**config.mk**
```make
export PLATFORM = sky130hd
export DESIGN_NAME = transform_sequencer
export DESIGN_NICKNAME = d
export VERILOG_FILES = /design/src/rtl/transform_sequencer.sv
export SDC_FILE = /design/constraint.sdc
export NUM_CORES = 1
export LEC_CHECK = 0
export ABC_AREA = 1
export BUFFER_PORTS_ARGS = -buffer_cell sky130_fd_sc_hd__clkbuf_2
export CAP_MARGIN = 5
export CORE_ASPECT_RATIO = 0.7
export CORE_MARGIN = 5
export CORE_UTILIZATION = 62
export CTS_BUF_LIST = sky130_fd_sc_hd__clkbuf_8
export CTS_CLUSTER_DIAMETER = 200
export DETAILED_ROUTE_END_ITERATION = 10
export PLACE_DENSITY = 0.88
export SYNTH_ARGS = -nofsm -noshare
export SYNTH_HDL_FRONTEND = slang
export SYNTH_SLANG_ARGS = --single-unit
```
**constraint.sdc**
```tcl
create_clock -name clk -period 7.25 [get_ports clk]
set_input_delay 1.45 -clock clk [delete_from_list [all_inputs] [get_ports clk]]
set_output_delay 1.45 -clock clk [all_outputs]
set_load 0.01 [all_outputs]
```
**src/rtl/transform_sequencer.sv**
```systemverilog
// Sequences an external matrix_transform engine over a short programmable chain of steps per 2-D point.
// Optional macro SEQ_PERF_CNT_EN adds the perf_points / perf_timeouts counters.
module transform_sequencer #(
  parameter int DATA_WIDTH = 8,
  parameter int MAX_STEPS  = 4,
  parameter int TIMEOUT    = 64,
  localparam int AW = (MAX_STEPS > 1) ? $clog2(MAX_STEPS) : 1,
  localparam int LW = AW + 1
) (
  input  logic                  clk,
  input  logic                  rst,
  input  logic                  cfg_we,
  input  logic [AW-1:0]         cfg_addr,
  input  logic [1:0]            cfg_type,
  input  logic [DATA_WIDTH-1:0] cfg_p1,
  input  logic [DATA_WIDTH-1:0] cfg_p2,
  input  logic [LW-1:0]         cfg_len,
  input  logic                  pt_valid,
  output logic                  pt_ready,
  input  logic [DATA_WIDTH-1:0] pt_x,
  input  logic [DATA_WIDTH-1:0] pt_y,
  output logic                  res_valid,
  input  logic                  res_ready,
  output logic [DATA_WIDTH-1:0] res_x,
  output logic [DATA_WIDTH-1:0] res_y,
  output logic                  eng_start,
  output logic [DATA_WIDTH-1:0] eng_x,
  output logic [DATA_WIDTH-1:0] eng_y,
  output logic [1:0]            eng_type,
  output logic [DATA_WIDTH-1:0] eng_p1,
  output logic [DATA_WIDTH-1:0] eng_p2,
  input  logic                  eng_done,
  input  logic [DATA_WIDTH-1:0] eng_x_out,
  input  logic [DATA_WIDTH-1:0] eng_y_out,
  output logic                  busy,
  output logic                  err_timeout,
`ifdef SEQ_PERF_CNT_EN
  output logic [15:0]           perf_points,
  output logic [7:0]            perf_timeouts,
`endif
  output logic [1:0]            state_dbg
);

  localparam int TW = (TIMEOUT > 2) ? $clog2(TIMEOUT) : 1;
  localparam logic [1:0] TYPE_TRANSLATE = 2'b10;
  localparam logic [1:0] TYPE_BYPASS    = 2'b11;

  typedef enum logic [1:0] {S_IDLE, S_ISSUE, S_WAIT, S_OUT} state_t;

  state_t state_q, state_d;

  logic [1:0]            prog_type [MAX_STEPS];
  logic [DATA_WIDTH-1:0] prog_p1   [MAX_STEPS];
  logic [DATA_WIDTH-1:0] prog_p2   [MAX_STEPS];

  logic [DATA_WIDTH-1:0] cur_x, cur_y;
  logic [AW-1:0]         step_q;
  logic [LW-1:0]         len_q;
  logic [LW-1:0]         len_clamp;
  logic [TW-1:0]         timer_q;

  logic accept, launch, step_done, timeout_hit, last_step;

  assign len_clamp = (cfg_len > LW'(MAX_STEPS)) ? LW'(MAX_STEPS) : cfg_len;
  assign last_step = ({1'b0, step_q} == (len_q - 1'b1));

  // Both handshakes (pt_*, res_*) transfer on a clock edge where valid && ready are
  // both high; valid-side data is held stable until that edge, ready may toggle freely.
  assign pt_ready  = (state_q == S_IDLE) && (cfg_len != '0);
  assign res_valid = (state_q == S_OUT);
  assign res_x     = cur_x;
  assign res_y     = cur_y;
  assign busy      = (state_q != S_IDLE);
  assign state_dbg = state_q;

  always_ff @(posedge clk) begin
    if (rst) state_q <= S_IDLE;
    else     state_q <= state_d;
  end

  always_comb begin
    state_d     = state_q;
    accept      = 1'b0;
    launch      = 1'b0;
    step_done   = 1'b0;
    timeout_hit = 1'b0;
    case (state_q)
      S_IDLE: begin
        if (pt_valid && pt_ready) begin
          accept  = 1'b1;
          state_d = S_ISSUE;
        end
      end
      S_ISSUE: begin
        if (prog_type[step_q] != TYPE_BYPASS) begin
          launch  = 1'b1;
          state_d = S_WAIT;
        end else begin
          step_done = 1'b1;
          state_d   = last_step ? S_OUT : S_ISSUE;
        end
      end
      S_WAIT: begin
        if (eng_done) begin
          step_done = 1'b1;
          state_d   = last_step ? S_OUT : S_ISSUE;
        end else if (timer_q == TW'(TIMEOUT - 1)) begin
          timeout_hit = 1'b1;
          state_d     = S_IDLE;
        end
      end
      S_OUT: begin
        if (res_ready) state_d = S_IDLE;
      end
      default: state_d = S_IDLE;
    endcase
  end

  always_ff @(posedge clk) begin
    if (rst) begin
      for (int i = 0; i < MAX_STEPS; i++) begin
        prog_type[i] <= TYPE_TRANSLATE;
        prog_p1[i]   <= '0;
        prog_p2[i]   <= '0;
      end
      cur_x       <= '0;
      cur_y       <= '0;
      step_q      <= '0;
      len_q       <= '0;
      timer_q     <= '0;
      eng_start   <= 1'b0;
      eng_x       <= '0;
      eng_y       <= '0;
      eng_type    <= '0;
      eng_p1      <= '0;
      eng_p2      <= '0;
      err_timeout <= 1'b0;
    end else begin
      // The program store only changes while no point is in flight.
      if (cfg_we && (state_q == S_IDLE)) begin
        prog_type[cfg_addr] <= cfg_type;
        prog_p1[cfg_addr]   <= cfg_p1;
        prog_p2[cfg_addr]   <= cfg_p2;
      end
      eng_start <= launch;
      if (accept) begin
        cur_x  <= pt_x;
        cur_y  <= pt_y;
        step_q <= '0;
        len_q  <= len_clamp;
      end
      if (launch) begin
        eng_x    <= cur_x;
        eng_y    <= cur_y;
        eng_type <= prog_type[step_q];
        eng_p1   <= prog_p1[step_q];
        eng_p2   <= prog_p2[step_q];
        timer_q  <= '0;
      end else if (state_q == S_WAIT) begin
        timer_q <= timer_q + 1'b1;
      end
      // A bypass step completes with cur untouched; an engine step takes the engine result.
      if (step_done) begin
        if (state_q == S_WAIT) begin
          cur_x <= eng_x_out;
          cur_y <= eng_y_out;
        end
        if (!last_step) step_q <= step_q + 1'b1;
      end
      if (timeout_hit) err_timeout <= 1'b1;
    end
  end

`ifdef SEQ_PERF_CNT_EN
  always_ff @(posedge clk) begin
    if (rst) begin
      perf_points   <= '0;
      perf_timeouts <= '0;
    end else begin
      if (res_valid && res_ready) perf_points <= perf_points + 16'd1;
      if (timeout_hit && (perf_timeouts != 8'hFF)) perf_timeouts <= perf_timeouts + 8'd1;
    end
  end
`endif

endmodule
```
### Word-level counts from Yosys, hierarchy flattened

Memory sizes are Yosys's and may differ from the RTL's. A register that Yosys moved wholly into a read port is not among the register bits.
Cells that the tools add are included.

| storage, ports and cells | value |
|---|---|
| bits in registers | 49 |
| bits in writable memories | 72 |
| bits of input ports | 61 |
| output and inout bits | 57 |
| memories | 3 |

Memory list:

| memory | words | width | read ports | clocked after memory_dff | wr ports | RTL line | source |
|---|---|---|---|---|---|---|---|
| prog_p1 | 4 | 8 | 1 | 1 | 4 | 53 | `logic [DATA_WIDTH-1:0] prog_p1 [MAX_STEPS];` |
| prog_p2 | 4 | 8 | 1 | 1 | 4 | 54 | `logic [DATA_WIDTH-1:0] prog_p2 [MAX_STEPS];` |
| prog_type | 4 | 2 | 1 | 1 | 4 | 52 | `logic [1:0] prog_type [MAX_STEPS];` |

| cells by class | value |
|---|---|
| $add $sub $neg | 3 |
| order comparisons | 1 |
| equal/unequal tests | 9 |
| muxes and demuxes | 42 |
| reductions and logical operators | 11 |

Operators with widths:

| kind | count |
|---|---|
| $mux 8 | 8 |
| $mux 2 | 14 |
| $mux 1 | 17 |
| $reduce_or 8->1 | 2 |
| $pmux 2 s4 | 1 |
| $add 6x1->6 const B | 1 |
| $eq 6x6->1 const B | 1 |
| $eq 2x2->1 const B | 2 |
| $ne 2x1->1 const B | 2 |
| $reduce_or 2->1 | 2 |
| $eq 2x3->1 | 1 |
| $gt 3x3->1 const B | 1 |
| $logic_and 1x1->1 | 3 |
| $mux 3 | 1 |
| $ne 3x3->1 const B | 1 |
| $reduce_and 3->1 | 1 |
| $reduce_bool 3->1 | 1 |
| $sub 3x1->3 const B | 1 |
| $add 2x1->2 const B | 1 |
| $eq 2x1->1 const B | 1 |
| $logic_not 2->1 | 1 |
| $ne 2x2->1 const B | 1 |
| $pmux 1 s2 | 1 |
| $reduce_bool 2->1 | 1 |

### Depth between registers and ports, before layout

| depth | value |
|---|---|
| depth after elaboration | 9 |
| gate-level depth with buffers | 11 |
| mapped depth without buffers | 10 |

### Worst setup path before layout

Ideal clock, no wire load.

| timing | value |
|---|---|
| kind | input port to flip-flop |
| start | in cfg_we |
| end | mem prog_p1[3][0] (enable) |
| library setup time | 421 ps |
| data arrival time | 2939 ps |
| data required time | 6829 ps |
| setup slack | 3890 ps |
| stages | 2 |
| path buffers | 0 |
| cells stage by stage | nand2_1 -> o31ai_1 |

RTL lines:

| element | RTL line | source |
|---|---|---|
| from (decl) | 12 | `input logic cfg_we,` |
| to (decl) | 53 |  |

### Worst setup path after layout

| timing | value |
|---|---|
| start | reg state_q[0], in the netlist state_dbg[0] |
| end | out pt_ready |

| on the way | value |
|---|---|
| word-level cells in the longest chain between the ends | 2 |

Ends and longest elaborated chain:

| element | RTL line | source |
|---|---|---|
| from (decl) | 50 | `state_t state_q, state_d;` |
| from (signal assigned) | 78 | `else state_q <= state_d;` |
| $logic_not 2->1 | 69 | `assign pt_ready = (state_q == S_IDLE) && (cfg_len != '0);` |
| $logic_and 1x1->1 | 69 |  |
| to (decl) | 19 | `output logic pt_ready,` |

No other way between the ends.

==> results.sh <==
export IMPL_yosys_cell_types_count=35
export IMPL_core_area_um2=9760
export IMPL_fmax_mhz=274
export IMPL_hold_violations=0
export IMPL_start_util_pct=64.1
export IMPL_rsz0062_at_grt="false"
export IMPL_async_flop_share_pct=0
export IMPL_dp_cells=943
export IMPL_synth_avg_cell_area_um2=8.50
export IMPL_critical_path_peak_fanout=20
export IMPL_crit_required_ns=5.80
export IMPL_rows=30
export IMPL_yosysWarnings=0
export IMPL_status="finished clean"
export IMPL_slowest_delay_ns=0.74
export IMPL_cts_tree="yes"
export IMPL_cts_buffers=17
export IMPL_htreeDepth=4
export IMPL_final_layout_size_suffix_gt1_share_pct=21.5
export IMPL_grt_pass1_vias=5283
export IMPL_dpl_instance_area_um2=6810
export IMPL_tns_ns=0
export IMPL_gp_congestion=0.888
export IMPL_fin_cells=974
export IMPL_synth_edf_count=72
export IMPL_hpwl_mm=11.1
export IMPL_firstDrtPassIters=6
export IMPL_mostFrequentLayoutCell="nand2_1"
export IMPL_ys_flop_type="edfxtp_1"
export IMPL_yosysSeqAreaShare_pct=55.3
export IMPL_hold_buffers=0
export IMPL_num_antenna_cells=0
export IMPL_port_buffers=117
export IMPL_final_cell_mix="196 x nand2_1, 117 x nor2_1, 117 x clkbuf_2, 72 x edfxtp_1, 65 x dfxtp_1"
export IMPL_critPathCaptureType="output pin"
export IMPL_max_cap_violations=0
export IMPL_drc=0
export IMPL_slowest_stage="ha_1"
export IMPL_netlist_area_um2=6260
export IMPL_grt_total_usage_pct=27.7
export IMPL_post_cts_resized=0
export IMPL_path_clk_slew_ns=0.07
export IMPL_path_class="flop to output pin"
export IMPL_synth_seq_cells=137
export IMPL_finalMaxSlewViolations=0
export IMPL_dieHeight_um=94.1
export IMPL_clk_latency_ns=0.45
export IMPL_synth_cells=736
export IMPL_fin_crit_sh_pct=50.3
export IMPL_ant_nets=0
export IMPL_synth_fp_nets=804
export IMPL_vias_per_cell=5.80
export IMPL_design_area_um2=7160
export IMPL_clkSinkCount=137
export IMPL_fin_skew_ns=0.00807
export IMPL_setup_violations_final=0
export IMPL_p_leak_nw=3.40
export IMPL_hold_class="flop to flop"
export IMPL_cp_cell_sequence="inv_1, ha_1, inv_1, a21oi_1, clkbuf_2"
export IMPL_grt_max_degree=41
export IMPL_max_vdd_ir_drop_uv=178
export IMPL_boundaryPins=118
export IMPL_power_density_nw_per_um2=256
export IMPL_drtIter0Drc=880
export IMPL_clockBufferDepth=2
export IMPL_grt_overflow=0
export IMPL_nets=902
export IMPL_tightest_slew_ns=0.899
export IMPL_arrival_ns=2.19
export IMPL_die_x_um=130
export IMPL_antenna_found_initial=0
export IMPL_wirelength_mm=16.7
export IMPL_die_area_um2=12200
export IMPL_vias=5648
export IMPL_avgRoutedWirePerCell_um=17.1
export IMPL_start_kind="flop"
export IMPL_layout_min_cycle_time_ns=3.64
export IMPL_critical_path_most_common_cell="inv_1"
export IMPL_syn_to_final_growth_pct=14.5
export IMPL_slew_headroom_pct=40.1
export IMPL_clk_root_buffer_cell="clkbuf_8"
export IMPL_grt_pass1_wl_mm=26.2
export IMPL_cts_setup_buffers=0
## final cells by class
type	count	area [um2]
inverter	52	195
tap	128	160
clock buffer	21	289
clock inverter	10	66.3
fill	692	2590
sequential	137	3460
multi-input combinational	506	2380
timing repair buffer	120	608
## routing by layer
metal	GRT usage, %	up-vias	share of wire, %
li1	-	2606	-
met1	38.7	2581	39
met2	41.5	396	46
met3	6.48	65	12
met4	11.7	0	3.0
met5	0	-	0
## where the power goes
| group | internal, mW | total, mW | switching (mW) | leakage (nW) |
|---|---|---|---|---|
| Combinational | 0.105 | 0.355 | 0.250 | 1.92 |
| Clock | 0.296 | 0.570 | 0.274 | 0.210 |
| Sequential | 0.878 | 0.908 | 0.0305 | 1.26 |
| Total | 1.28 | 1.83 | 0.555 | 3.40 |
## per-stage QoR
stage	worst slack [ns]	utilization [%]	hold slack [ns]	power [mW]
floorplan	3.89	-	0.442	1.16
global placement	3.51	69.8	0.453	1.25
detailed placement	3.33	69.8	0.459	1.27
CTS	3.66	73.4	0.471	1.82
global route	3.49	73.4	0.494	1.91
finish	3.61	73.4	0.470	1.83
## critical path, delay by kind of cell, from the launching register on
| kind | cells | cell delay, ns |
|---|---|---|
| flops | 1 | 0.35 |
| buf+inv | 3 | 0.46 |
| fa+ha+maj | 1 | 0.74 |
| compound gates | 1 | 0.20 |
## path summary, 6_finish.rpt
kind	from	to	slack, ns	cells past startpoint
max	state_dbg[0]	pt_ready	3.61	5
min	eng_p2[3]	eng_p2[3]	0.47	2
max reg2reg	state_dbg[0]	prog_p1[1][2]	3.78	10
min reg2reg	eng_p2[3]	eng_p2[3]	0.47	2
## cell families after synthesis
kind of cell / synth area share, %
AO/OA/AOI/OAI: 7.34
buffers and inverters: 6.66
adder cells (fa/ha/maj): 1.40
XOR/XNOR: 0.980
AND/OR/NAND/NOR: 28.3
flip-flops: 55.3
## cells in the mapped netlist, types with 7 or more instances
cell	n	share of area, %
nand2_2	14	1.4
nand3_1	60	4.8
nand4_1	16	1.6
nand2_1	196	12
edfxtp_1	72	35
a21oi_2	10	1.4
dfxtp_1	65	21
ha_1	7	1.4
buf_2	9	0.72
a21oi_1	12	0.96
nor2_1	117	7.0
o22ai_1	16	1.6
inv_1	45	2.7
clkbuf_1	21	1.3
o21ai_0	34	2.7
## sequential cells by signal, indices dropped and copies added, names as in the netlist
register and cells:
prog_type 8, err_timeout 1, len_q 3, res_x 8
eng_p2 8, eng_start 1, timer_q 6, eng_type 2
step_q 2, eng_p1 8, prog_p1 32, res_y 8
eng_x 8, eng_y 8, state_dbg 2, prog_p2 32
Power figures use the tool's default switching activity.
